==> config.mk <==
export PLATFORM = sky130hd
export DESIGN_NAME = ysyx_23060184_clint_slave
export DESIGN_NICKNAME = d
export VERILOG_FILES = /design/src/rtl/ysyx_23060184_clint_slave.sv
export SDC_FILE = /design/constraint.sdc
export NUM_CORES = 1
export LEC_CHECK = 0
export ABC_AREA = 1
export CORE_ASPECT_RATIO = 0.75
export CORE_MARGIN = 2
export CORE_UTILIZATION = 50
export CTS_CLUSTER_DIAMETER = 60
export DETAILED_ROUTE_END_ITERATION = 8
export GPL_ROUTABILITY_DRIVEN = 1
export GPL_TIMING_DRIVEN = 0
export PLACE_DENSITY = 0.79
export SLEW_MARGIN = 20
export SYNTH_ARGS = -nofsm -noshare
export SYNTH_HDL_FRONTEND = slang
export SYNTH_SLANG_ARGS = --single-unit
export TNS_END_PERCENT = 20
==> constraint.sdc <==
create_clock -name clk -period 2.15 [get_ports clk]
set_clock_uncertainty 0.15 [all_clocks]
set_input_delay 0.5375 -clock clk [delete_from_list [all_inputs] [get_ports clk]]
set_output_delay 0.5375 -clock clk [all_outputs]
set_load 0.02 [all_outputs]
==> src/rtl/ysyx_23060184_clint_slave.sv <==
// CLINT responder on the data bus: mtime/mtimecmp/msip behind AXI4-Lite, with timer and software interrupts.
// Reads answer one cycle after accept; writes answer one cycle after both AW and W are held.
module ysyx_23060184_clint_slave #(
    parameter logic [31:0] BASE_ADDR       = 32'h0200_0000,
    parameter int          TICK_DIV        = 1,
    parameter int          GRANT_IDX       = 1,
    parameter int          NUM_ARB_MASTERS = 2,
    parameter int          DATA_WIDTH      = 32,
    parameter int          ACERR_WIDTH     = 2,
    parameter int          WMASK_LENGTH    = 4
) (
    input  logic                       clk,
    input  logic                       reset,
    input  logic [NUM_ARB_MASTERS-1:0] grant,
    input  logic [DATA_WIDTH-1:0]      araddr,
    input  logic                       arvalid,
    output logic                       aready,
    output logic [DATA_WIDTH-1:0]      rdata,
    output logic [ACERR_WIDTH-1:0]     rresp,
    output logic                       rvalid,
    input  logic                       rready,
    input  logic [DATA_WIDTH-1:0]      awaddr,
    input  logic                       awvalid,
    output logic                       awready,
    input  logic [DATA_WIDTH-1:0]      wdata,
    input  logic [WMASK_LENGTH-1:0]    wstrb,
    input  logic                       wvalid,
    output logic                       wready,
    output logic [ACERR_WIDTH-1:0]     bresp,
    output logic                       bvalid,
    input  logic                       bready,
    output logic                       timer_irq,
    output logic                       soft_irq
);
    localparam logic [1:0]  RESP_OKAY   = 2'b00;
    localparam logic [1:0]  RESP_SLVERR = 2'b10;
    localparam logic [1:0]  RESP_DECERR = 2'b11;
    localparam logic [15:0] OFF_MSIP    = 16'h0000;
    localparam logic [15:0] OFF_CMP_LO  = 16'h4000;
    localparam logic [15:0] OFF_CMP_HI  = 16'h4004;
    localparam logic [15:0] OFF_TIME_LO = 16'hBFF8;
    localparam logic [15:0] OFF_TIME_HI = 16'hBFFC;
    localparam int          PW          = (TICK_DIV > 1) ? $clog2(TICK_DIV) : 1;
    localparam logic [PW-1:0] PRESC_MAX = PW'(TICK_DIV - 1);

    typedef enum logic { R_IDLE, R_RESP } r_state_t;
    typedef enum logic { W_IDLE, W_RESP } w_state_t;

    r_state_t    r_state_q, r_state_d;
    w_state_t    w_state_q, w_state_d;
    logic [63:0] mtime_q, mtime_d, mtimecmp_q, mtimecmp_d;
    logic [31:0] shadow_q, shadow_d, rdata_q, rdata_d, wdata_q, wdata_d;
    logic [15:0] awaddr_q, awaddr_d;
    logic [3:0]  wstrb_q, wstrb_d;
    logic [1:0]  rresp_q, rresp_d, bresp_q, bresp_d;
    logic [PW-1:0] presc_q, presc_d;
    logic        msip_q, msip_d, rvalid_q, rvalid_d, bvalid_q, bvalid_d;
    logic        aw_done_q, aw_done_d, w_done_q, w_done_d, timer_irq_q, timer_irq_d;

    logic        ar_hs, aw_hs, w_hs, wr_fire, wr_ok, tick;
    logic [31:0] rd_dat, wr_dat;
    logic [15:0] wr_off;
    logic [3:0]  wr_strb;
    logic [1:0]  rd_resp, wr_resp;
    logic        grant_unused;

    assign grant_unused = ^grant;

    function automatic logic in_window(input logic [31:0] a);
        return a[31:16] == BASE_ADDR[31:16];
    endfunction

    function automatic logic [31:0] merge(input logic [31:0] old_v, input logic [31:0] new_v,
                                          input logic [3:0] strb);
        logic [31:0] m;
        for (int i = 0; i < 4; i++) m[8*i +: 8] = strb[i] ? new_v[8*i +: 8] : old_v[8*i +: 8];
        return m;
    endfunction

    function automatic logic [1:0] decode(input logic [15:0] off);
        if (off[1:0] != 2'b00) return RESP_SLVERR;
        case (off)
            OFF_MSIP, OFF_CMP_LO, OFF_CMP_HI, OFF_TIME_LO, OFF_TIME_HI: return RESP_OKAY;
            default: return RESP_DECERR;
        endcase
    endfunction

    assign aready  = (r_state_q == R_IDLE) & grant[GRANT_IDX] & in_window(araddr);
    assign awready = (w_state_q == W_IDLE) & grant[GRANT_IDX] & ~aw_done_q & in_window(awaddr);
    assign wready  = (w_state_q == W_IDLE) & grant[GRANT_IDX] & ~w_done_q;
    assign ar_hs   = arvalid & aready;
    assign aw_hs   = awvalid & awready;
    assign w_hs    = wvalid & wready;

    // A half captured in this very cycle is used straight from the bus.
    assign wr_off  = aw_done_q ? awaddr_q : awaddr[15:0];
    assign wr_dat  = w_done_q ? wdata_q : wdata;
    assign wr_strb = w_done_q ? wstrb_q : wstrb;
    assign wr_fire = (w_state_q == W_IDLE) & (aw_done_q | aw_hs) & (w_done_q | w_hs);
    assign wr_resp = decode(wr_off);
    assign wr_ok   = wr_fire & (wr_resp == RESP_OKAY);
    assign tick    = (presc_q == PRESC_MAX);

    always_comb begin
        rd_resp = decode(araddr[15:0]);
        rd_dat  = 32'h0;
        if (rd_resp == RESP_OKAY) begin
            case (araddr[15:0])
                OFF_MSIP:    rd_dat = {31'h0, msip_q};
                OFF_CMP_LO:  rd_dat = mtimecmp_q[31:0];
                OFF_CMP_HI:  rd_dat = mtimecmp_q[63:32];
                OFF_TIME_LO: rd_dat = mtime_q[31:0];
                default:     rd_dat = shadow_q;
            endcase
        end
    end

    always_comb begin
        r_state_d = r_state_q;
        rvalid_d  = rvalid_q;
        rdata_d   = rdata_q;
        rresp_d   = rresp_q;
        shadow_d  = shadow_q;
        if (ar_hs) begin
            r_state_d = R_RESP;
            rvalid_d  = 1'b1;
            rdata_d   = rd_dat;
            rresp_d   = rd_resp;
            if (rd_resp == RESP_OKAY && araddr[15:0] == OFF_TIME_LO) shadow_d = mtime_q[63:32];
        end else if (r_state_q == R_RESP && rready) begin
            r_state_d = R_IDLE;
            rvalid_d  = 1'b0;
        end
    end

    always_comb begin
        w_state_d = w_state_q;
        bvalid_d  = bvalid_q;
        bresp_d   = bresp_q;
        aw_done_d = aw_done_q;
        w_done_d  = w_done_q;
        awaddr_d  = awaddr_q;
        wdata_d   = wdata_q;
        wstrb_d   = wstrb_q;
        if (aw_hs) begin
            aw_done_d = 1'b1;
            awaddr_d  = awaddr[15:0];
        end
        if (w_hs) begin
            w_done_d = 1'b1;
            wdata_d  = wdata;
            wstrb_d  = wstrb;
        end
        if (wr_fire) begin
            w_state_d = W_RESP;
            bvalid_d  = 1'b1;
            bresp_d   = wr_resp;
        end else if (w_state_q == W_RESP && bready) begin
            w_state_d = W_IDLE;
            bvalid_d  = 1'b0;
            aw_done_d = 1'b0;
            w_done_d  = 1'b0;
        end
    end

    // A software write to mtime overrides the tick; unwritten bytes keep the pre-increment value.
    always_comb begin
        presc_d    = tick ? '0 : presc_q + 1'b1;
        mtime_d    = tick ? mtime_q + 64'd1 : mtime_q;
        mtimecmp_d = mtimecmp_q;
        msip_d     = msip_q;
        if (wr_ok) begin
            case (wr_off)
                OFF_MSIP:    if (wr_strb[0]) msip_d = wr_dat[0];
                OFF_CMP_LO:  mtimecmp_d[31:0]  = merge(mtimecmp_q[31:0], wr_dat, wr_strb);
                OFF_CMP_HI:  mtimecmp_d[63:32] = merge(mtimecmp_q[63:32], wr_dat, wr_strb);
                OFF_TIME_LO: mtime_d = {mtime_q[63:32], merge(mtime_q[31:0], wr_dat, wr_strb)};
                OFF_TIME_HI: mtime_d = {merge(mtime_q[63:32], wr_dat, wr_strb), mtime_q[31:0]};
                default: ;
            endcase
        end
        timer_irq_d = (mtime_q >= mtimecmp_q);
    end

    always_ff @(posedge clk) begin
        if (reset) begin
            r_state_q   <= R_IDLE;
            w_state_q   <= W_IDLE;
            mtime_q     <= 64'h0;
            mtimecmp_q  <= 64'hFFFF_FFFF_FFFF_FFFF;
            shadow_q    <= 32'h0;
            rdata_q     <= 32'h0;
            wdata_q     <= 32'h0;
            awaddr_q    <= 16'h0;
            wstrb_q     <= 4'h0;
            rresp_q     <= RESP_OKAY;
            bresp_q     <= RESP_OKAY;
            presc_q     <= '0;
            msip_q      <= 1'b0;
            rvalid_q    <= 1'b0;
            bvalid_q    <= 1'b0;
            aw_done_q   <= 1'b0;
            w_done_q    <= 1'b0;
            timer_irq_q <= 1'b0;
        end else begin
            r_state_q   <= r_state_d;
            w_state_q   <= w_state_d;
            mtime_q     <= mtime_d;
            mtimecmp_q  <= mtimecmp_d;
            shadow_q    <= shadow_d;
            rdata_q     <= rdata_d;
            wdata_q     <= wdata_d;
            awaddr_q    <= awaddr_d;
            wstrb_q     <= wstrb_d;
            rresp_q     <= rresp_d;
            bresp_q     <= bresp_d;
            presc_q     <= presc_d;
            msip_q      <= msip_d;
            rvalid_q    <= rvalid_d;
            bvalid_q    <= bvalid_d;
            aw_done_q   <= aw_done_d;
            w_done_q    <= w_done_d;
            timer_irq_q <= timer_irq_d;
        end
    end

    assign rdata     = rdata_q;
    assign rresp     = rresp_q;
    assign rvalid    = rvalid_q;
    assign bresp     = bresp_q;
    assign bvalid    = bvalid_q;
    assign timer_irq = timer_irq_q;
    assign soft_irq  = msip_q;
endmodule
# After elaboration in Yosys (flattened, before gate mapping)
# Index checks and enable logic that the tools add are counted.
[totals]
register_bits = 255
in_bits = 109
output_inout_bits = 43
[classes]
n_addsub = 2
magnitude_cmp = 1
n_eq_ne = 20
n_mux = 30
n_bitwise = 19
reduce_logical = 32
[ops]
columns = ["op", "n"]
rows = [
  ["2-to-1 mux 64 bit", 2],
  ["one-hot mux 32 bit (4 select lines)", 1],
  ["one-hot mux 64 bit (2 select lines)", 1],
  ["adder 64 x 1 -> 64 bit, second input constant", 1],
  ["== test 16 x 15 -> 1 bit, second input constant", 4],
  ["== test 16 bit, second input constant", 4],
  [">= comparator 64 bit", 1],
  ["2-to-1 mux 32 bit", 2],
  ["== test 16 x 10 -> 1 bit, second input constant", 2],
  ["zero test 16 bit", 2],
  ["2-to-1 mux 8 bit", 4],
  ["AND reduction 3 bit", 9],
  ["!= test 3 bit, second input constant", 8],
  ["AND reduction 2 bit", 9],
  ["2-to-1 mux 16 bit", 1],
  ["AND 1 bit", 12],
  ["2-to-1 mux 1 bit", 12],
  ["2-to-1 mux 2 bit", 6],
  ["OR reduction 5 bit", 2],
  ["nonzero test 2 bit", 4],
  ["inverter 1 bit", 5],
  ["zero test 2 bit", 2],
  ["2-to-1 mux 4 bit", 1],
  ["!= test 2 bit, second input constant", 2],
  ["other kinds (4)", 7],
]

# Depth between registers and ports, before layout
[depth]
ltp_word = 11
mapped_depth = 17

# Worst setup path before layout
# No wires, ideal clock.
[synth_path]
kind = "input port to flip-flop"
startpoint = "in grant[1]"
endpoint = "reg mtime_q[54]"
setup_ps = 64
arrival_time_ps = 2380
t_required_ps = 1936
path_slack_ps = -444
cell_stages = 14
n_path_buf = 2
cell_sequence = "inv_1 nor3_1 nand2_1 nand2_1 nand2_1 inv_1 nand3_2 clkinv_2 buf_6 buf_2 nand4_1 nand2_1 nor2_1 nor2_1"
[synth_lines]
columns = ["item", "line_no", "rtl"]
rows = [
  ["start: declaration", "14", "input logic [NUM_ARB_MASTERS-1:0] grant,"],
  ["AND 1 bit * (2 in a row)", "90", "assign wready = (w_state_q == W_IDLE) & grant[GRANT_IDX] & ~w_done_q;"],
  ["net wready", "28", "output logic wready,"],
  ["AND 1 bit *", "93", "assign w_hs = wvalid & wready;"],
  ["OR 1 bit *", "99", "assign wr_fire = (w_state_q == W_IDLE) & (aw_done_q | aw_hs) & (w_done_q | w_hs);"],
  ["AND 1 bit *", "99", ""],
  ["AND 1 bit *", "101", "assign wr_ok = wr_fire & (wr_resp == RESP_OKAY);"],
  ["!= test 3 bit (no line) / != test 2 bit (equally long branches)", "n/a", ""],
  ["AND reduction 2 bit (no line)", "n/a", ""],
  ["end signal: assignment", "208", "mtime_q <= mtime_d;"],
  ["end: declaration", "51", "logic [63:0] mtime_q, mtime_d, mtimecmp_q, mtimecmp_d;"],
]
# Mark *: on every way through the listed nets, which the timed path passes. The rest lies on a longest branch.
# A chain may end at the register's enable or synchronous reset.

# Worst setup path after layout
[layout_path]
startpoint = "reg aw_done_q"
endpoint = "reg mtime_q[45]"
[layout_via]
elab_chain_cells = 10
[layout_lines]
columns = ["item", "line_no", "rtl"]
rows = [
  ["start: declaration", "58", "logic aw_done_q, aw_done_d, w_done_q, w_done_d, timer_irq_q, timer_irq_d;"],
  ["start signal: assignment", "221", "aw_done_q <= aw_done_d;"],
  ["parallel branches: the longest is 10 deep, another holds 2-to-1 mux 16 bit", "n/a", ""],
]
# Several ways; the timed one is not identified.

==> results by stage <==
Synthesis:
- Counting every instance in the synthesized netlist gives 2707.
- The synthesis warning total is 0.
- The total standard cell area after synthesis is 16500 um^2.
- The number of flops mapped to enable cells by yosys is 0.
- The average instance in the mapped netlist occupies 6.10 um^2.
- The commonest cells after synthesis are sky130_fd_sc_hd__nand2_1, sky130_fd_sc_hd__nor2_1, sky130_fd_sc_hd__inv_1.
- The most used standard cell by instance count after synthesis is sky130_fd_sc_hd__nand2_1.
- Counting every net in the synthesized netlist gives 2881.
- The share of synthesized flip-flops with an asynchronous set or reset is 0%.
- Counting distinct cell types in the post-synthesis netlist gives 47.
- Ranked by total cell area, the synthesized netlist is headed by sky130_fd_sc_hd__dfxtp_1, sky130_fd_sc_hd__nand2_1, sky130_fd_sc_hd__nor2_1.
- After synthesis the netlist holds a flip-flop and latch count of 255.
- Summing the sequential cell areas from Yosys gives ~31% of the chip area.
- Of all cell types, the one taking the most synthesized area is sky130_fd_sc_hd__dfxtp_1.
- The synthesized design devotes to its leading area cell type 30.9% of total area.
- The most used flip-flop cell after synthesis is sky130_fd_sc_hd__dfxtp_1.

Final layout:
- The area growth from synthesis to layout is 33.3%.
- The number of non-filler instances in the completed layout is 3425.
- Cells with a size suffix above 1 make up 14.9% of the layout.
- The post-layout net count is ~3100.
- Counting the fill cells in the layout gives 2859.

Timing:
- The final-report hold violation count is 0.
- The final number of max-transition violations is 0.
- For the pin with the worst max-slew slack, the measured transition is 1.24 ns.
- The fmax is 0.356 GHz.
- The worst relative slew slack is between 10% and 20%.
- The smallest clock period supported by the final layout is computed as 2.81 ns.
- Dividing the final minimum period by the clock period gives 131%.
- The setup total negative slack is -78.82 ns.
- Setup violations remaining at the end of the flow were counted as 196.
- Setup repair after global routing could not meet its margin everywhere.
- The worst setup margin is -0.661 ns.

Setup path:
- At the worst endpoint, the arrival time is 3.14 ns.
- Setup slack on the worst reg-to-reg path comes out at -0.66 ns.
- At the worst endpoint, the required time is 2.48 ns.
- The depth of the worst register-to-register path is 18.
- Of all nets on the critical path, the largest fanout is 6.
- The type of origin of the critical path is a register.
- The worst register-to-register path begins at aw_done_q.
- Tracing the worst setup path back leads to its startpoint at aw_done_q.
- In this run the worst setup path terminates at mtime_q[45].
- The endpoint of the worst register-to-register path is mtime_q[45].
- The critical path is of the register to register type.
- The endpoint class of the critical path is a register.

Detailed routing:
- The routed layout has 20300 vias.
- Once detail routing completed, the nets flagged for antenna violations numbered 0.
- In the routed design, unresolved DRC markers number 0.
- Dividing the detail-routed wire length by the instance count gives roughly 22 um.
- The DRC violation total after the first TritonRoute iteration is 3140.
- After detailed routing, the total wire length is 76500 um.
- Dividing the detail-routed via count by the number of cells gives 5.93.
- The number of search-and-repair iterations in the first detailed-routing pass is 7.

Power:
- The total power of the final layout is around 11 mW.
- Power spread over the standard cell area amounts to 494 nW/um^2.
- The maximum vdd ir drop is 0.717 mV.
- The static power due to leakage is 10.9 nW.

GRT:
- The wire length of the first global-routing pass is 112000 um.
- The number of global-route vias before repair is 18300.
- The number of antenna violations at the first check in global routing is 0.
- Summed over all layers, the global routing overflow is 0.
- The pin count of the biggest net entering global routing is 15.
- The aggregate global-route resource usage is a little over two fifths.

Floorplan:
- The die extent in x is 214 um.
- The core region is 32400 um^2.
- The vertical die dimension is 161 um.
- For this configuration, the core starts out at a cell density of about half.
- The initialized floorplan defines 57 standard-cell rows.
- The die covers around 35000 um^2.
- The boundary pin count is 152.

Clock tree:
- The clock sink total is 255.
- The library cell used as clock root buffer is sky130_fd_sc_hd__clkbuf_16.
- Clock latency on the worst-skew pair, taken at its later pin, is 0.58 ns.
- After clock tree synthesis, the clock-pin slew on the worst setup and hold paths is roughly 0.070 ns.
- CTS built an H-tree with a depth of 1.
- The maximum buffer depth of the clock tree is 3.
- The number of hold buffers added after CTS was 0.
- Counting the buffers created by CTS gives 29.
- TritonCTS built the clock tree.

Placement:
- The global placer's final weighted congestion is 1.04.
- The number of port buffers is 149.
- The HPWL after detailed placement is 57200 um.
- The cell count after placement is around 3300.

Status:
- The flow ran to the end, but the final reports show violations.
- The checks that failed: negative setup slack.

Flow run:
- The reported max-cap violation count is 0.

Min path:
- In this run the worst hold path is classified as register to register.
[cells by family after synthesis]
family | Yosys count | synth area share [%]
AO/OA/AOI/OAI | 356 | 11.2
XOR/XNOR | 22 | 1.17
other | 1 | 0.0227
AND/OR/NAND/NOR | 1598 | 41.7
flip-flops | 255 | 30.9
buffers and inverters | 410 | 10.2
adder cells (fa/ha/maj) | 65 | 4.92
[through the flow]
step                worst slack, ns  hold WS (ns)  instance area, um^2  utilization [%]
finish                       -0.661         0.302                22000             67.9
global route                 -0.670         0.323                22000             67.8
CTS                          -0.377         0.300                21500             66.4
detailed placement            -1.44         0.289                18800             58.0
global placement              -1.35         0.283                18800             58.0
floorplan                   -0.0697         0.274                16800                -
[registers in the layout, summed over array words and instances (netlist names)]
register    count
shadow_q       32
timer_irq       1
mtimecmp_q     64
rresp           2
mtime_q        64
w_done_q        1
rvalid          1
wstrb_q         4
wdata_q        32
rdata          32
aw_done_q       1
awaddr_q       16
presc_q         1
soft_irq        1
bresp           2
bvalid          1
[report_power, final]
group	switching [mW]	internal, mW
logic	0.718	0.330
clock network	2.22	2.80
registers	0.0304	4.78
[final cells by class]
type / instances / area, um^2 / area share [%]
Tap cell: 442 / 553 / 2.51
Timing Repair inverter: 1 / 6.26 / 0.0284
Clock buffer: 34 / 774 / 3.52
Timing Repair Buffer: 230 / 2610 / 11.9
Inverter: 292 / 1190 / 5.39
Antenna cell: 1 / 2.50 / 0.0114
Sequential cell: 255 / 5130 / 23.3
Multi-Input combinational cell: 2042 / 10700 / 48.7
Clock inverter: 12 / 138 / 0.625
Buffer: 116 / 890 / 4.04
[metal layers]
layer / routed length [um] / vias up / GRT usage, %
met5: 0 / - / 0.278
li1: - / 9309 / -
met2: 31200 / 1327 / 61.8
met4: 3740 / 0 / 17.1
met3: 10000 / 245 / 11.1
met1: 31600 / 9444 / 59.5
[cells in the final DEF, fill, tap and decap left out, types with 23 or more instances in the layout]
cell	netlist	layout
sky130_fd_sc_hd__dlymetal6s2s_1	0	40
sky130_fd_sc_hd__nor2_2	6	33
sky130_fd_sc_hd__clkbuf_16	0	31
sky130_fd_sc_hd__buf_12	0	23
sky130_fd_sc_hd__nor2_1	422	371
sky130_fd_sc_hd__dfxtp_1	255	235
sky130_fd_sc_hd__a21oi_1	185	167
sky130_fd_sc_hd__buf_4	6	50
sky130_fd_sc_hd__nand2_2	6	36
sky130_fd_sc_hd__clkbuf_1	77	47
sky130_fd_sc_hd__ha_1	65	64
sky130_fd_sc_hd__clkdlybuf4s50_1	0	84
sky130_fd_sc_hd__nor2_4	3	27
sky130_fd_sc_hd__nand3_1	267	242
sky130_fd_sc_hd__o21ai_0	137	130
sky130_fd_sc_hd__nand4_1	77	77
sky130_fd_sc_hd__inv_1	279	270
sky130_fd_sc_hd__nand2_1	746	700
[how the worst min path moves through the flow]
stage	startpoint	end	slack, ns	cells past startpoint
2_1_floorplan	awaddr_q[10]	awaddr_q[10]	0.27	2
3_3_place_gp	awaddr_q[8]	awaddr_q[8]	0.28	2
3_5_place_dp	awaddr_q[10]	awaddr_q[10]	0.29	2
4_1_cts	awaddr_q[6]	awaddr_q[6]	0.30	2
5_1_grt	shadow_q[29]	shadow_q[29]	0.32	2
6_report	wdata_q[28]	wdata_q[28]	0.30	2
[repair_timing]
| action | CTS | global route |
|---|---|---|
| endpoints found under the setup margin | 241 | 250 |
| pin swaps | 100 | 18 |
| cloned | 12 | 1 |
| gates resized for setup | 335 | 122 |
| buffers inserted | 61 | 8 |
[worst max-delay path, cell delays in order, from the launching register on]
cell and delay [ns]:
sky130_fd_sc_hd__dfxtp_4 0.37, sky130_fd_sc_hd__buf_12 0.14, sky130_fd_sc_hd__inv_8 0.05, sky130_fd_sc_hd__buf_8 0.13, sky130_fd_sc_hd__nand2_2 0.08, sky130_fd_sc_hd__nand2_4 0.07
sky130_fd_sc_hd__nor2_4 0.16, sky130_fd_sc_hd__nand2_1 0.09, sky130_fd_sc_hd__nor2_2 0.16, sky130_fd_sc_hd__o211ai_2 0.16, sky130_fd_sc_hd__nand3_4 0.20, sky130_fd_sc_hd__buf_12 0.14
sky130_fd_sc_hd__buf_6 0.09, sky130_fd_sc_hd__nand4_1 0.14, sky130_fd_sc_hd__nand2_4 0.24, sky130_fd_sc_hd__buf_8 0.15, sky130_fd_sc_hd__nand2_2 0.04, sky130_fd_sc_hd__nand2_1 0.06
sky130_fd_sc_hd__nor2_1 0.05
Note: power is estimated with default switching activity, not from simulation.
